$ cat config.mk
export PLATFORM = sky130hd
export DESIGN_NAME = decode_stage
export DESIGN_NICKNAME = d
export VERILOG_FILES = /design/src/rtl/decode_pkg.sv /design/src/rtl/instr_queue.sv /design/src/rtl/decode_stage.sv
export SDC_FILE = /design/constraint.sdc
export NUM_CORES = 1
export LEC_CHECK = 0
export CORE_MARGIN = 5
export CORE_UTILIZATION = 50
export CTS_BUF_LIST = sky130_fd_sc_hd__clkbuf_16
export DETAILED_ROUTE_END_ITERATION = 7
export GPL_ROUTABILITY_DRIVEN = 0
export PLACE_DENSITY = 0.73
export SYNTH_ARGS = -nofsm -noshare
export SYNTH_HDL_FRONTEND = slang
export SYNTH_SLANG_ARGS = --single-unit
export TNS_END_PERCENT = 100
$ cat constraint.sdc
create_clock -name clk -period 4.6 [get_ports clk]
set_input_delay 0.92 -clock clk [delete_from_list [all_inputs] [get_ports clk]]
set_output_delay 0.92 -clock clk [all_outputs]
set_load 0.02 [all_outputs]
$ cat src/rtl/decode_pkg.sv
// ============================================================================
//  Module      : decode_pkg
//  Description : Shared constants and helper functions for the RISC-V decode
//                stage: major opcodes, immediate-type encodings, immediate
//                extraction and (optional) illegal-encoding classification.
//  Revision    : 1.0 - initial release
// ============================================================================
`default_nettype none

package decode_pkg;

    // Major opcodes (instr[6:0])
    localparam logic [6:0] OPC_LOAD      = 7'b0000011;
    localparam logic [6:0] OPC_MISC_MEM  = 7'b0001111;
    localparam logic [6:0] OPC_OP_IMM    = 7'b0010011;
    localparam logic [6:0] OPC_AUIPC     = 7'b0010111;
    localparam logic [6:0] OPC_OP_IMM_32 = 7'b0011011;
    localparam logic [6:0] OPC_STORE     = 7'b0100011;
    localparam logic [6:0] OPC_OP        = 7'b0110011;
    localparam logic [6:0] OPC_LUI       = 7'b0110111;
    localparam logic [6:0] OPC_OP_32     = 7'b0111011;
    localparam logic [6:0] OPC_BRANCH    = 7'b1100011;
    localparam logic [6:0] OPC_JALR      = 7'b1100111;
    localparam logic [6:0] OPC_JAL       = 7'b1101111;
    localparam logic [6:0] OPC_SYSTEM    = 7'b1110011;

    // Immediate-type encodings presented on out_imm_t
    localparam logic [2:0] IMM_NONE = 3'd0;
    localparam logic [2:0] IMM_I    = 3'd1;
    localparam logic [2:0] IMM_S    = 3'd2;
    localparam logic [2:0] IMM_B    = 3'd3;
    localparam logic [2:0] IMM_U    = 3'd4;
    localparam logic [2:0] IMM_J    = 3'd5;

    // Immediate format selected purely by major opcode; unknown opcodes carry no immediate
    function automatic logic [2:0] imm_type(input logic [6:0] opc);
        logic [2:0] t;
        t = IMM_NONE;
        case (opc)
            OPC_OP_IMM, OPC_LOAD, OPC_JALR, OPC_SYSTEM, OPC_OP_IMM_32: t = IMM_I;
            OPC_STORE:                                                 t = IMM_S;
            OPC_BRANCH:                                                t = IMM_B;
            OPC_JAL:                                                   t = IMM_J;
            OPC_LUI, OPC_AUIPC:                                        t = IMM_U;
            default:                                                   t = IMM_NONE;
        endcase
        return t;
    endfunction

    // 32-bit sign-extended immediate; widened to XLEN by the caller using bit 31
    function automatic logic [31:0] imm32(input logic [31:0] instr, input logic [2:0] t);
        logic [31:0] v;
        v = 32'd0;
        case (t)
            IMM_I: v = {{20{instr[31]}}, instr[31:20]};
            IMM_S: v = {{20{instr[31]}}, instr[31:25], instr[11:7]};
            IMM_B: v = {{19{instr[31]}}, instr[31], instr[7], instr[30:25], instr[11:8], 1'b0};
            IMM_U: v = {instr[31:12], 12'd0};
            IMM_J: v = {{11{instr[31]}}, instr[31], instr[19:12], instr[20], instr[30:21], 1'b0};
            default: v = 32'd0;
        endcase
        return v;
    endfunction

    // Encoding legality: compressed/unknown opcodes, RV64-only opcodes on RV32,
    // and reserved funct3 values of BRANCH/LOAD/STORE
    function automatic logic illegal_instr(input logic [31:0] instr, input logic rv64);
        logic [2:0] f3;
        logic       bad;
        f3  = instr[14:12];
        bad = (instr[1:0] != 2'b11);
        case (instr[6:0])
            OPC_LOAD: begin
                if (f3 == 3'b111 || (!rv64 && (f3 == 3'b011 || f3 == 3'b110)))
                    bad = 1'b1;
            end
            OPC_STORE: begin
                if (f3[2] || (!rv64 && f3 == 3'b011))
                    bad = 1'b1;
            end
            OPC_BRANCH: begin
                if (f3 == 3'b010 || f3 == 3'b011)
                    bad = 1'b1;
            end
            OPC_OP_IMM_32, OPC_OP_32: begin
                if (!rv64)
                    bad = 1'b1;
            end
            OPC_MISC_MEM, OPC_OP_IMM, OPC_AUIPC, OPC_OP, OPC_LUI,
            OPC_JALR, OPC_JAL, OPC_SYSTEM: begin
                bad = bad;
            end
            default: bad = 1'b1;
        endcase
        return bad;
    endfunction

endpackage

`default_nettype wire

$ cat src/rtl/instr_queue.sv
// ============================================================================
//  Module      : instr_queue
//  Description : Synchronous FIFO holding {pc,instr} words ahead of decode.
//                Push/pop may coincide; flush empties it in one cycle.
//                Caller guarantees no push when full and no pop when empty.
//  Revision    : 1.0 - initial release
// ============================================================================
`default_nettype none

module instr_queue #(
    parameter int W     = 64,
    parameter int DEPTH = 4
) (
    input  logic                           clk,
    input  logic                           rst,
    input  logic                           flush,
    input  logic                           push,
    input  logic                           pop,
    input  logic [W-1:0]                   wdata,
    output logic [W-1:0]                   rdata,
    output logic [$clog2(DEPTH+1)-1:0]     count
);

    localparam int c_aw = (DEPTH > 1) ? $clog2(DEPTH) : 1;
    localparam int c_cw = $clog2(DEPTH + 1);

    logic [W-1:0]      r_mem [DEPTH];
    logic [c_aw-1:0]   r_wr_ptr;
    logic [c_aw-1:0]   r_rd_ptr;
    logic [c_cw-1:0]   r_count;

    // Storage write; contents need no reset since count qualifies them
    always_ff @(posedge clk) begin
        if (push)
            r_mem[r_wr_ptr] <= wdata;
    end

    // Pointer and occupancy update; DEPTH is a power of two so pointers wrap naturally
    always_ff @(posedge clk) begin
        if (rst || flush) begin
            r_wr_ptr <= '0;
            r_rd_ptr <= '0;
            r_count  <= '0;
        end else begin
            if (push)
                r_wr_ptr <= r_wr_ptr + c_aw'(1);
            if (pop)
                r_rd_ptr <= r_rd_ptr + c_aw'(1);
            if (push && !pop)
                r_count <= r_count + c_cw'(1);
            else if (pop && !push)
                r_count <= r_count - c_cw'(1);
        end
    end

    assign rdata = r_mem[r_rd_ptr];
    assign count = r_count;

endmodule

`default_nettype wire

$ cat src/rtl/decode_stage.sv
// ============================================================================
//  Module      : decode_stage
//  Description : RISC-V decode stage. Queues fetched {pc,instr} pairs, decodes
//                the queue head combinationally and registers the bundle for
//                execute behind a valid/ready handshake. Flush clears all.
//  Options     : DECODE_ILLEGAL_EN - enables illegal-encoding detection on
//                out_illegal; when undefined out_illegal is tied low.
//  Revision    : 1.0 - initial release
// ============================================================================
`default_nettype none

module decode_stage
    import decode_pkg::*;
#(
    parameter int XLEN   = 32,
    parameter int PC_W   = 32,
    parameter int QDEPTH = 4
) (
    input  logic              clk,
    input  logic              rst,
    input  logic              flush,
    input  logic              in_valid,
    output logic              in_ready,
    input  logic [PC_W-1:0]   in_pc,
    input  logic [31:0]       in_instr,
    output logic              out_valid,
    input  logic              out_ready,
    output logic [PC_W-1:0]   out_pc,
    output logic [6:0]        out_opcode,
    output logic [4:0]        out_rd,
    output logic [4:0]        out_rs1,
    output logic [4:0]        out_rs2,
    output logic [2:0]        out_funct3,
    output logic [6:0]        out_funct7,
    output logic [XLEN-1:0]   out_imm,
    output logic [2:0]        out_imm_t,
    output logic              out_illegal
);

    localparam int c_qw    = PC_W + 32;
    localparam int c_cnt_w = $clog2(QDEPTH + 1);

    logic [c_qw-1:0]     w_head;
    logic [c_cnt_w-1:0]  w_count;
    logic [PC_W-1:0]     w_pc;
    logic [31:0]         w_instr;
    logic [2:0]          w_imm_t;
    logic [31:0]         w_imm32;
    logic [XLEN-1:0]     w_imm;
    logic                w_in_ready;
    logic                w_push;
    logic                w_load;

    logic                r_valid;
    logic [PC_W-1:0]     r_pc;
    logic [6:0]          r_opcode;
    logic [4:0]          r_rd;
    logic [4:0]          r_rs1;
    logic [4:0]          r_rs2;
    logic [2:0]          r_funct3;
    logic [6:0]          r_funct7;
    logic [XLEN-1:0]     r_imm;
    logic [2:0]          r_imm_t;

    // Handshake control: a full queue refuses input even while it is being popped,
    // and flush suppresses both push and load in the same cycle
    assign w_in_ready = !rst && (w_count != c_cnt_w'(QDEPTH));
    assign w_push     = in_valid && w_in_ready && !flush;
    assign w_load     = (w_count != '0) && (!r_valid || out_ready) && !flush;

    instr_queue #(
        .W     (c_qw),
        .DEPTH (QDEPTH)
    ) u_queue (
        .clk   (clk),
        .rst   (rst),
        .flush (flush),
        .push  (w_push),
        .pop   (w_load),
        .wdata ({in_pc, in_instr}),
        .rdata (w_head),
        .count (w_count)
    );

    assign w_pc    = w_head[c_qw-1:32];
    assign w_instr = w_head[31:0];
    assign w_imm_t = imm_type(w_instr[6:0]);
    assign w_imm32 = imm32(w_instr, w_imm_t);

    generate
        if (XLEN > 32) begin : g_imm_sext
            assign w_imm = {{(XLEN-32){w_imm32[31]}}, w_imm32};
        end else begin : g_imm_direct
            assign w_imm = w_imm32;
        end
    endgenerate

    // Output bundle register: load head when free or consumed, otherwise drop valid once taken
    always_ff @(posedge clk) begin
        if (rst || flush) begin
            r_valid  <= 1'b0;
            r_pc     <= '0;
            r_opcode <= '0;
            r_rd     <= '0;
            r_rs1    <= '0;
            r_rs2    <= '0;
            r_funct3 <= '0;
            r_funct7 <= '0;
            r_imm    <= '0;
            r_imm_t  <= IMM_NONE;
        end else if (w_load) begin
            r_valid  <= 1'b1;
            r_pc     <= w_pc;
            r_opcode <= w_instr[6:0];
            r_rd     <= w_instr[11:7];
            r_rs1    <= w_instr[19:15];
            r_rs2    <= w_instr[24:20];
            r_funct3 <= w_instr[14:12];
            r_funct7 <= w_instr[31:25];
            r_imm    <= w_imm;
            r_imm_t  <= w_imm_t;
        end else if (out_ready) begin
            r_valid  <= 1'b0;
        end
    end

`ifdef DECODE_ILLEGAL_EN
    localparam logic c_rv64 = (XLEN == 64);
    logic w_illegal;
    logic r_illegal;

    assign w_illegal = illegal_instr(w_instr, c_rv64);

    // Illegal flag travels with the rest of the bundle
    always_ff @(posedge clk) begin
        if (rst || flush)
            r_illegal <= 1'b0;
        else if (w_load)
            r_illegal <= w_illegal;
    end

    assign out_illegal = r_illegal;
`else
    assign out_illegal = 1'b0;
`endif

    assign in_ready   = w_in_ready;
    assign out_valid  = r_valid;
    assign out_pc     = r_pc;
    assign out_opcode = r_opcode;
    assign out_rd     = r_rd;
    assign out_rs1    = r_rs1;
    assign out_rs2    = r_rs2;
    assign out_funct3 = r_funct3;
    assign out_funct7 = r_funct7;
    assign out_imm    = r_imm;
    assign out_imm_t  = r_imm_t;

endmodule

`default_nettype wire
==> results.py, run 1 <==
metrics = {
    "synthesis": {
        "synth_cells": 847,
        "syn_area_per_cell_um2": 16.0,
        "ys_seq_area_share_pct": 72.9,
        "synth_warnings": 0,
        "synthArstFlopShare_pct": 0,
        "yosysUniqueCellTypes": 47,
        "synth_ff_type": "edfxtp_1",
        "synth_edf_count": 256,
        "syn_area_um2": 13500,
        "synth-seq-cells": 365,
        "synth_nets": 922,
    },
    "global_route": {
        "grt_pass1_vias": 7868,
        "grt_usage_pct": 19.0,
        "antenna_found_initial": 5,
        "grt_pass1_wl_um": 45500,
        "grt_start_max_net_pins": 70,
        "grt-ovfl-total": 0,
    },
    "placement": {
        "numPortBuffers": 169,
        "pre_cts_ws_ns": 1.07,
        "dp_hpwl_um": 18900,
    },
    "pwr": {
        "p_leak_uw": 0.00529,
        "irDropWorstVdd_mv": 0.379,
        "fin_total_pwr_uw": 6540,
        "power_density_nw_per_um2": 392,
    },
    "timing": {
        "fin_crit_sh_pct": 70.4,
        "hold_viol_final": 0,
        "worstMarginPinSlew_ns": 1.17,
        "fin_ws_ns": 1.36,
        "rsz0062_at_grt": "no",
        "post-route-min-period_ns": 3.24,
        "slew_headroom_pct": 22.1,
        "clock.fmax_mhz": 309,
        "hold_ws_ns": 0.453,
        "setup_tns_ns": 0,
        "fin_skew_ns": 0.00875,
        "slew_violations": 0,
        "finalSetupViolations": 0,
    },
    "drt": {
        "dr.pass1.iters": 5,
        "wl_met3_um": 1920,
        "drc": 0,
        "routed_wirelength_um": 29200,
        "met1Wirelength_um": 12700,
        "viasPerCell": 5.55,
        "wl_per_cell_um": 21.0,
        "ant_nets": 0,
        "met2_length_um": 14000,
        "dr.max_layer_used": "met5",
        "drt_iter0_drc": 669,
        "via_count": 7714,
    },
    "critical_path": {
        "arrival_ns": 3.62,
        "critPathBufInv": 1,
        "crit_path_top_delay_cell": "mux4_2",
        "path_max_fanout": 19,
        "critical_path.max_stage_delay_ns": 0.72,
        "critPathTopFamily": "simple AND/OR/NAND/NOR gates",
        "crit_chain": "mux4_2 > and4bb_1 > nor4_4 > nor4_4 > a21oi_4 > buf_4 > o21ai_0",
        "required_ns": 4.98,
        "crit_path_frequent_cell": "nor4_4",
        "critPathLaunchType": "flop",
        "path_class": "reg -> reg",
        "end_kind": "flop",
    },
    "clocking": {
        "cts_max_path_buffers": 3,
        "cts.htree.levels": 2,
        "cts_resized": 0,
        "cts_buffers": 36,
        "cts_sinks": 365,
        "ctsHoldBuffers": 0,
        "cts-root-buf": "clkbuf_16",
        "postCtsSetupBuffers": 0,
        "clkTransAtPathRegs_ns": 0.06,
        "clock_latency_ns": 0.51,
        "cts_tree": "built",
    },
    "final_layout": {
        "area_growth_pct": 23.2,
        "antennaDiodeCount": 0,
        "drive_above_1_share_pct": 15.7,
        "fill_cells": 1911,
        "num-nets-final": 1095,
    },
    "run_status": {
        "status": "complete, no violations",
    },
    "min_path": {
        "min_path_type": "reg -> reg",
    },
    "floorplan": {
        "core_area_um2": 26800,
        "row_count": 60,
        "die_h_um": 175,
        "die_area_um2": 30500,
        "start_util_pct": 50.5,
        "ios": 171,
        "chipWidth_um": 175,
    },
    "run": {
        "maxCapViolCount": 0,
    },
}
[through the flow]
stage	cells	util [%]	cell area, um^2
4_1_cts	1389	62.2	16700
3_3_place_gp	1323	58.2	15600
3_5_place_dp	1323	58.2	15600
6_report	1389	62.2	16700
2_1_floorplan	847	-	13500
5_1_grt	1389	62.2	16700
[kinds of logic (layout without fill, tap and decap cells)]
group / count (synthesis) / count (layout) / share of synthesized area (%)
XOR/XNOR: 6 / 6 / 0.388
buffers and inverters: 54 / 255 / 1.87
flip-flops: 365 / 365 / 72.9
AND/OR/NAND/NOR: 211 / 211 / 7.10
multiplexers: 65 / 65 / 10.7
other: 1 / 1 / 0.0277
adder cells (fa/ha/maj): 6 / 6 / 0.610
AO/OA/AOI/OAI: 139 / 139 / 6.38
[worst paths after layout]
| kind | start | end | slack (ns) | cells after the start |
|---|---|---|---|---|
| max | flop | out_imm[15] | 1.36 | 7 |
| min | out_rs1[2] | out_rs1[2] | 0.45 | 2 |
| max reg2reg | flop | out_imm[15] | 1.36 | 7 |
| min reg2reg | out_rs1[2] | out_rs1[2] | 0.45 | 2 |
[worst min-delay path: stages (launching register included)]
cell and delay [ns]:
dfxtp_1 0.31, nand2_1 0.05, a21oi_1 0.05
[cells in the mapped netlist, types with 2 or more instances]
| library cell | count | share of area (%) |
|---|---|---|
| edfxtp_1 | 256 | 57 |
| nand2_1 | 164 | 4.5 |
| dfxtp_1 | 109 | 16 |
| a21oi_1 | 86 | 3.2 |
| mux4_2 | 64 | 11 |
| clkbuf_1 | 32 | 0.89 |
| o21ai_2 | 20 | 1.3 |
| nor2_1 | 16 | 0.44 |
| a21boi_0 | 8 | 0.44 |
| buf_2 | 7 | 0.26 |
| o21ai_0 | 6 | 0.22 |
| a22o_1 | 5 | 0.32 |
| buf_6 | 5 | 0.42 |
| ha_1 | 5 | 0.46 |
| inv_1 | 5 | 0.14 |
| a22oi_1 | 4 | 0.22 |
| and2_1 | 4 | 0.18 |
| nor2b_1 | 4 | 0.18 |
| nor3_1 | 4 | 0.15 |
| nor4_4 | 4 | 0.63 |
| buf_1 | 3 | 0.083 |
| nand3_1 | 3 | 0.11 |
| or2_2 | 3 | 0.14 |
| xnor2_1 | 3 | 0.19 |
| xor2_1 | 3 | 0.19 |
| and4b_1 | 2 | 0.15 |
| o31ai_1 | 2 | 0.11 |
[layer usage]
metal | global-route usage [%] | vias to the layer above
met1 | 26.6 | 3868
met5 | 0 | -
met4 | 3.83 | 10
met3 | 4.72 | 50
met2 | 30.7 | 248
li1 | - | 3538
[power breakdown]
part           switching [uW]  leakage, uW  internal, uW  total, uW
logic                     184      0.00152           136        320
clock network            1160     0.000574          1490       2650
registers                16.4      0.00319          3550       3570
[state kept, by name (all words and copies together) (netlist names), named ones only]
register,flops
out_funct3,3
out_funct7,7
out_imm,32
out_imm_t,3
out_opcode,7
out_pc,32
out_rd,5
out_rs1,5
out_rs2,5
out_valid,1
u_queue.count,3
u_queue.r_mem,256
u_queue.r_rd_ptr,2
u_queue.r_wr_ptr,2
[layout by cell type (no fill, tap or decap), drive strengths merged, types with 2 or more instances in the layout]
cell,n
clkdlybuf4s50,169
nor2,16
a22o,5
inv,19
nor4,4
and2,4
nor2b,4
o21ai,26
ha,5
nor3,4
o31ai,2
clkinv,15
xor2,3
nand2,164
buf,14
nand3,3
a21oi,87
a22oi,4
a21boi,8
edfxtp,256
mux4,64
and4b,2
or2,4
clkbuf,38
dfxtp,109
xnor2,3
[final cells by class]
class	instances	area [um^2]	share of cell area [%]
clock inverters	28	125	0.750
clock buffers	38	951	5.70
well taps	341	427	2.56
multi-input cells	428	3430	20.6
repair buffers	183	1830	11.0
flip-flops and latches	365	9880	59.2
inverters	6	23.8	0.143
No activity file was read; power rests on OpenSTA's default activity.
==> run 2, diff against run 1 <==
==> constraint.sdc (replaced) <==
create_clock -name clk -period 3.4 [get_ports clk]
set_input_delay 0.68 -clock clk [delete_from_list [all_inputs] [get_ports clk]]
set_output_delay 0.68 -clock clk [all_outputs]
set_load 0.02 [all_outputs]
==> run 2 against run 1 <==
Against the previous run:
- non-clock buffer count is 7 higher
- utilization is 0.64 points higher
- register-to-register slack worse by 0.86 ns
- clock power is 40% higher
- sequential power is 35% higher
- cell count is 0.65% higher
- sequential cell count stayed put
- combinational power is 37% higher
- critical path depth is 1 lower
- total power is 37% higher
- critical path type unchanged
- critical endpoint is now out_imm[30]
- largest power group unchanged
==> results.py, run 2 (synthesis gave the netlist of run 1 again) <==
metrics = {
    "clocking": {
        "postCtsSetupBuffers": 0,
        "cts.htree.levels": 2,
        "cts_resized": 0,
        "cts_tree": "built",
        "cts_max_path_buffers": 3,
        "clkTransAtPathRegs_ns": 0.06,
        "cts_buffers": 37,
        "cts-root-buf": "clkbuf_16",
        "clock_latency_ns": 0.51,
        "cts_sinks": 365,
        "ctsHoldBuffers": 0,
    },
    "floorplan": {
        "core_area_um2": 26800,
        "chipWidth_um": 175,
        "row_count": 60,
        "start_util_pct": 50.5,
        "ios": 171,
        "die_area_um2": 30500,
        "die_h_um": 175,
    },
    "timing": {
        "clock.fmax_mhz": 345,
        "fin_crit_sh_pct": 85.2,
        "setup_tns_ns": 0,
        "slew_violations": 0,
        "fin_skew_ns": 0.0135,
        "rsz0062_at_grt": "no",
        "worstMarginPinSlew_ns": 1.21,
        "post-route-min-period_ns": 2.90,
        "slew_headroom_pct": 19.0,
        "finalSetupViolations": 0,
        "hold_viol_final": 0,
    },
    "global_route": {
        "grt_start_max_net_pins": 82,
        "grt_usage_pct": 18.9,
        "grt_pass1_vias": 7907,
        "grt-ovfl-total": 0,
        "grt_pass1_wl_um": 45200,
        "antenna_found_initial": 5,
    },
    "final_layout": {
        "postLayoutCoreUtil_pct": 62.9,
        "regMostFlops": "u_queue.r_mem",
        "area_growth_pct": 24.4,
        "num-nets-final": 1103,
        "largest_reg_flops": 256,
        "final_common_cell": "edfxtp_1",
        "final_cell_mix": "edfxtp_1, clkdlybuf4s50_1, nand2_1, dfxtp_1, a21oi_1",
        "drive_above_1_share_pct": 16.2,
        "antennaDiodeCount": 0,
    },
    "pwr": {
        "sw_frac_of_total_pct": 20.6,
        "power_frac_seq_pct": 53.7,
        "power_density_nw_per_um2": 533,
        "p_leak_uw": 0.00538,
        "p_int_uw": 7130,
        "p_comb_share_pct": 4.9,
        "clock_power_share_pct": 41.4,
        "irDropWorstVdd_mv": 0.479,
        "p_switching_uw": 1850,
    },
    "critical_path": {
        "critical_path.max_stage_delay_ns": 0.73,
        "critPathTopFamily": "simple AND/OR/NAND/NOR gates",
        "arrival_ns": 3.33,
        "path_class": "reg -> reg",
        "reg2reg_depth": 6,
        "reg2reg_slack_ns": 0.50,
        "critPathBufInv": 0,
        "crit_path_top_delay_cell": "nor2b_1",
        "critPathLaunchType": "flop",
        "end_kind": "flop",
        "reg2reg_to": "out_imm[30]",
        "required_ns": 3.84,
        "path_max_fanout": 12,
        "crit_chain": "mux4_2 > nor4b_4 > nor4_4 > nor2b_1 > a21oi_1 > o21ai_2",
    },
    "min_path": {
        "holdCritStartpoint": "out_pc[26]",
        "hold_end": "out_pc[26]",
        "hold_depth": 2,
        "min_path_type": "reg -> reg",
    },
    "drt": {
        "routed_wirelength_um": 29100,
        "via_count": 7642,
        "viasPerCell": 5.47,
        "wl_per_cell_um": 20.8,
        "drt_iter0_drc": 519,
        "ant_nets": 0,
        "drc": 0,
        "dr.pass1.iters": 4,
    },
    "run": {
        "maxCapViolCount": 0,
    },
    "placement": {
        "numPortBuffers": 169,
        "dp_hpwl_um": 18800,
    },
    "run_status": {
        "status": "complete, no violations",
    },
}
run 2: changes by cell type in the layout (fill, tap and decap cells not counted):
cell | before | now
bufinv_16 | 0 | 1
inv_1 | 16 | 20
inv_2 | 1 | 0
inv_6 | 2 | 1
clkinv_1 | 9 | 8
clkinv_4 | 1 | 0
buf_4 | 11 | 12
buf_12 | 3 | 9
clkbuf_16 | 38 | 39
run 2: worst max path at each step:
stage / startpoint / end / slack, ns / cells past startpoint
6_report: flop / out_imm[30] / 0.50 / 6
5_1_grt: flop / out_imm[30] / 0.28 / 6
4_1_cts: flop / out_imm[16] / 0.50 / 7
3_5_place_dp: flush / u_queue.count[2] / 0.33 / 9
3_3_place_gp: flush / u_queue.count[2] / 0.40 / 9
2_1_floorplan: flush / u_queue.r_mem[0][0] / 0.04 / 4
run 2: final cells by class:
cell class / instances / area (um^2)
fill: 1959 / 9960
clock buffer: 39 / 976
clock inverter: 29 / 145
multi-input combinational: 428 / 3430
tap: 341 / 427
sequential: 365 / 9880
timing repair buffer: 190 / 1960
inverter: 6 / 23.8
run 2: stage by stage:
stage / std cells / instance area [um^2] / setup slack (ns) / hold WS [ns] / total power [uW]
after CTS: 1398 / 16800 / 0.503 / 0.456 / 9080
after global routing: 1398 / 16800 / 0.280 / 0.469 / 9300
after global placement: 1330 / 15700 / 0.400 / 0.437 / 5350
after detailed placement: 1330 / 15700 / 0.329 / 0.447 / 5360
final: 1398 / 16800 / 0.503 / 0.453 / 8980
after floorplan: 847 / 13500 / 0.0438 / 0.469 / 5140
run 2: metal layers:
metal | track usage (%) | vias to the layer above | part of all wire, %
met5 | 0 | - | 0.23
met4 | 4.29 | 10 | 1.7
li1 | - | 3546 | -
met2 | 31.6 | 243 | 49
met3 | 4.26 | 49 | 6.2
met1 | 25.7 | 3794 | 43
run 2: power groups by stage:
| stage | Sequential [uW] | Clock, uW | Combinational (uW) |
|---|---|---|---|
| detailed placement | 4920 | 0 | 443 |
| finish | 4820 | 3720 | 440 |
| CTS | 4820 | 3810 | 445 |
| floorplan | 4930 | 0 | 209 |
| global placement | 4920 | 0 | 435 |
| global route | 4830 | 4000 | 476 |
run 2: tightest hold or removal path, delay by kind of cell, from the launching register on:
family	cells	cell delay [ns]
simple gates	1	0.05
compound gates	1	0.05
flops	1	0.30
==> run 3, diff against run 2 <==
--- a/config.mk
+++ b/config.mk
@@ -7,7 +7,7 @@
 export LEC_CHECK = 0
 export CORE_MARGIN = 5
 export CORE_UTILIZATION = 50
-export CTS_BUF_LIST = sky130_fd_sc_hd__clkbuf_16
+export CTS_BUF_LIST = sky130_fd_sc_hd__clkbuf_8
 export DETAILED_ROUTE_END_ITERATION = 7
 export GPL_ROUTABILITY_DRIVEN = 0
 export PLACE_DENSITY = 0.73
==> run 3 against run 2 <==
Against the previous run:
- total power is 0.28% lower
- combinational power hardly changed
- setup slack better by 0.0043 ns
- critical path type unchanged
- highest routed layer unchanged
==> results.py, run 3 (synthesis gave the netlist of run 1 again) <==
metrics = {
    "final_layout": {
        "drive_above_1_share_pct": 19.1,
        "num-nets-final": 1124,
        "final_cell_mix": "edfxtp_1, clkdlybuf4s50_1, nand2_1, dfxtp_1, a21oi_1",
        "regMostFlops": "u_queue.r_mem",
        "antennaDiodeCount": 0,
        "final_common_cell": "edfxtp_1",
        "finalInstanceArea_um2": 16900,
        "area_growth_pct": 24.9,
        "largest_reg_flops": 256,
    },
    "min_path": {
        "hold_end": "out_pc[10]",
        "hold_depth": 2,
        "min_path_type": "reg -> reg",
        "holdCritStartpoint": "out_pc[10]",
    },
    "global_route": {
        "antenna_found_initial": 5,
        "grt_pass1_vias": 8012,
        "grt_usage_pct": 18.8,
        "grt_start_max_net_pins": 82,
        "grt-ovfl-total": 0,
        "grt_pass1_wl_um": 45100,
    },
    "clocking": {
        "cts-root-buf": "clkbuf_8",
        "ctsHoldBuffers": 0,
        "cts_sinks": 365,
        "cts_max_path_buffers": 3,
        "cts_tree": "built",
        "cts_buffers": 58,
        "clock_latency_ns": 0.57,
        "cts.htree.levels": 2,
        "cts_resized": 0,
        "postCtsSetupBuffers": 0,
        "clkTransAtPathRegs_ns": 0.06,
    },
    "floorplan": {
        "core_area_um2": 26800,
        "row_count": 60,
        "ios": 171,
        "die_h_um": 175,
        "chipWidth_um": 175,
        "die_area_um2": 30500,
        "start_util_pct": 50.5,
    },
    "placement": {
        "dp_hpwl_um": 18800,
        "pre_cts_ws_ns": 0.329,
        "placedInstanceArea_um2": 15700,
        "numPortBuffers": 169,
    },
    "critical_path": {
        "path_class": "reg -> reg",
        "reg2reg_to": "out_imm[30]",
        "arrival_ns": 3.39,
        "end_kind": "flop",
        "critPathLaunchType": "flop",
        "reg2reg_depth": 6,
        "path_max_fanout": 12,
        "required_ns": 3.90,
        "reg2reg_slack_ns": 0.51,
    },
    "timing": {
        "post-route-min-period_ns": 2.89,
        "clock.fmax_mhz": 346,
        "slew_violations": 0,
        "setup_tns_ns": 0,
        "worstMarginPinSlew_ns": 1.19,
        "fin_skew_ns": 0.0139,
        "finalSetupViolations": 0,
        "hold_viol_final": 0,
        "hold_ws_ns": 0.452,
        "slew_headroom_pct": 20.3,
        "fin_ws_ns": 0.507,
        "fin_crit_sh_pct": 85.1,
        "rsz0062_at_grt": "no",
    },
    "drt": {
        "drt_iter0_drc": 470,
        "routed_wirelength_um": 29000,
        "viasPerCell": 5.39,
        "ant_nets": 0,
        "via_count": 7755,
        "wl_per_cell_um": 20.2,
        "dr.pass1.iters": 4,
        "drc": 0,
    },
    "run": {
        "maxCapViolCount": 0,
    },
    "pwr": {
        "irDropWorstVdd_mv": 0.321,
        "p_leak_uw": 0.00544,
        "power_density_nw_per_um2": 530,
    },
    "run_status": {
        "status": "complete, no violations",
    },
}
run 3: changes by cell type in the layout (fill, tap and decap cells not counted), sizes merged:
cell / delta
clkbuf: +29
clkinv: +10
bufinv: +2
clkinvlp: +1
inv: -1
run 3: how the worst max path moves through the flow:
stage,start,end,slack [ns],depth (start not counted)
5_1_grt,flop,out_imm[30],0.29,6
3_5_place_dp,flush,u_queue.count[2],0.33,9
4_1_cts,flop,out_imm[16],0.51,7
3_3_place_gp,flush,u_queue.count[2],0.40,9
2_1_floorplan,flush,u_queue.r_mem[0][0],0.04,4
6_report,flop,out_imm[30],0.51,6
run 3: per-layer routing:
layer | vias to the layer above | global-route usage, % | wire length [um] | share of wire [%]
met4 | 10 | 4.71 | 539 | 1.9
met5 | - | 0 | 73 | 0.25
met2 | 275 | 31.2 | 14200 | 49
li1 | 3603 | - | - | -
met1 | 3815 | 24.8 | 12200 | 42
met3 | 52 | 5.09 | 2010 | 6.9
run 3: cell type report:
type,count,area (um^2)
Fill cell,1963,9890
Clock buffer,68,936
Clock inverter,41,251
Timing Repair Buffer,190,1960
Tap cell,341,427
Inverter,6,23.8
Multi-Input combinational cell,428,3430
Sequential cell,365,9880
run 3: report_power, final:
group          switching (uW)  internal, uW
registers                20.2          4800
logic                     249           190
clock network            1640          2050
run 3: worst max-delay path, cell delays in order, from the launching register on:
cell and delay, ns:
dfxtp_4 0.50, mux4_2 0.69, nor4b_4 0.50, nor4_4 0.12
nor2b_1 0.73, a21oi_1 0.11, o21ai_2 0.16
run 3: stage by stage:
step           cells  util [%]  power, uW
3_5_place_dp    1330      58.7       5360
5_1_grt         1439      63.1       9300
6_report        1439      63.1       8960
2_1_floorplan    847         -       5140
4_1_cts         1439      63.1       9050
3_3_place_gp    1330      58.7       5350
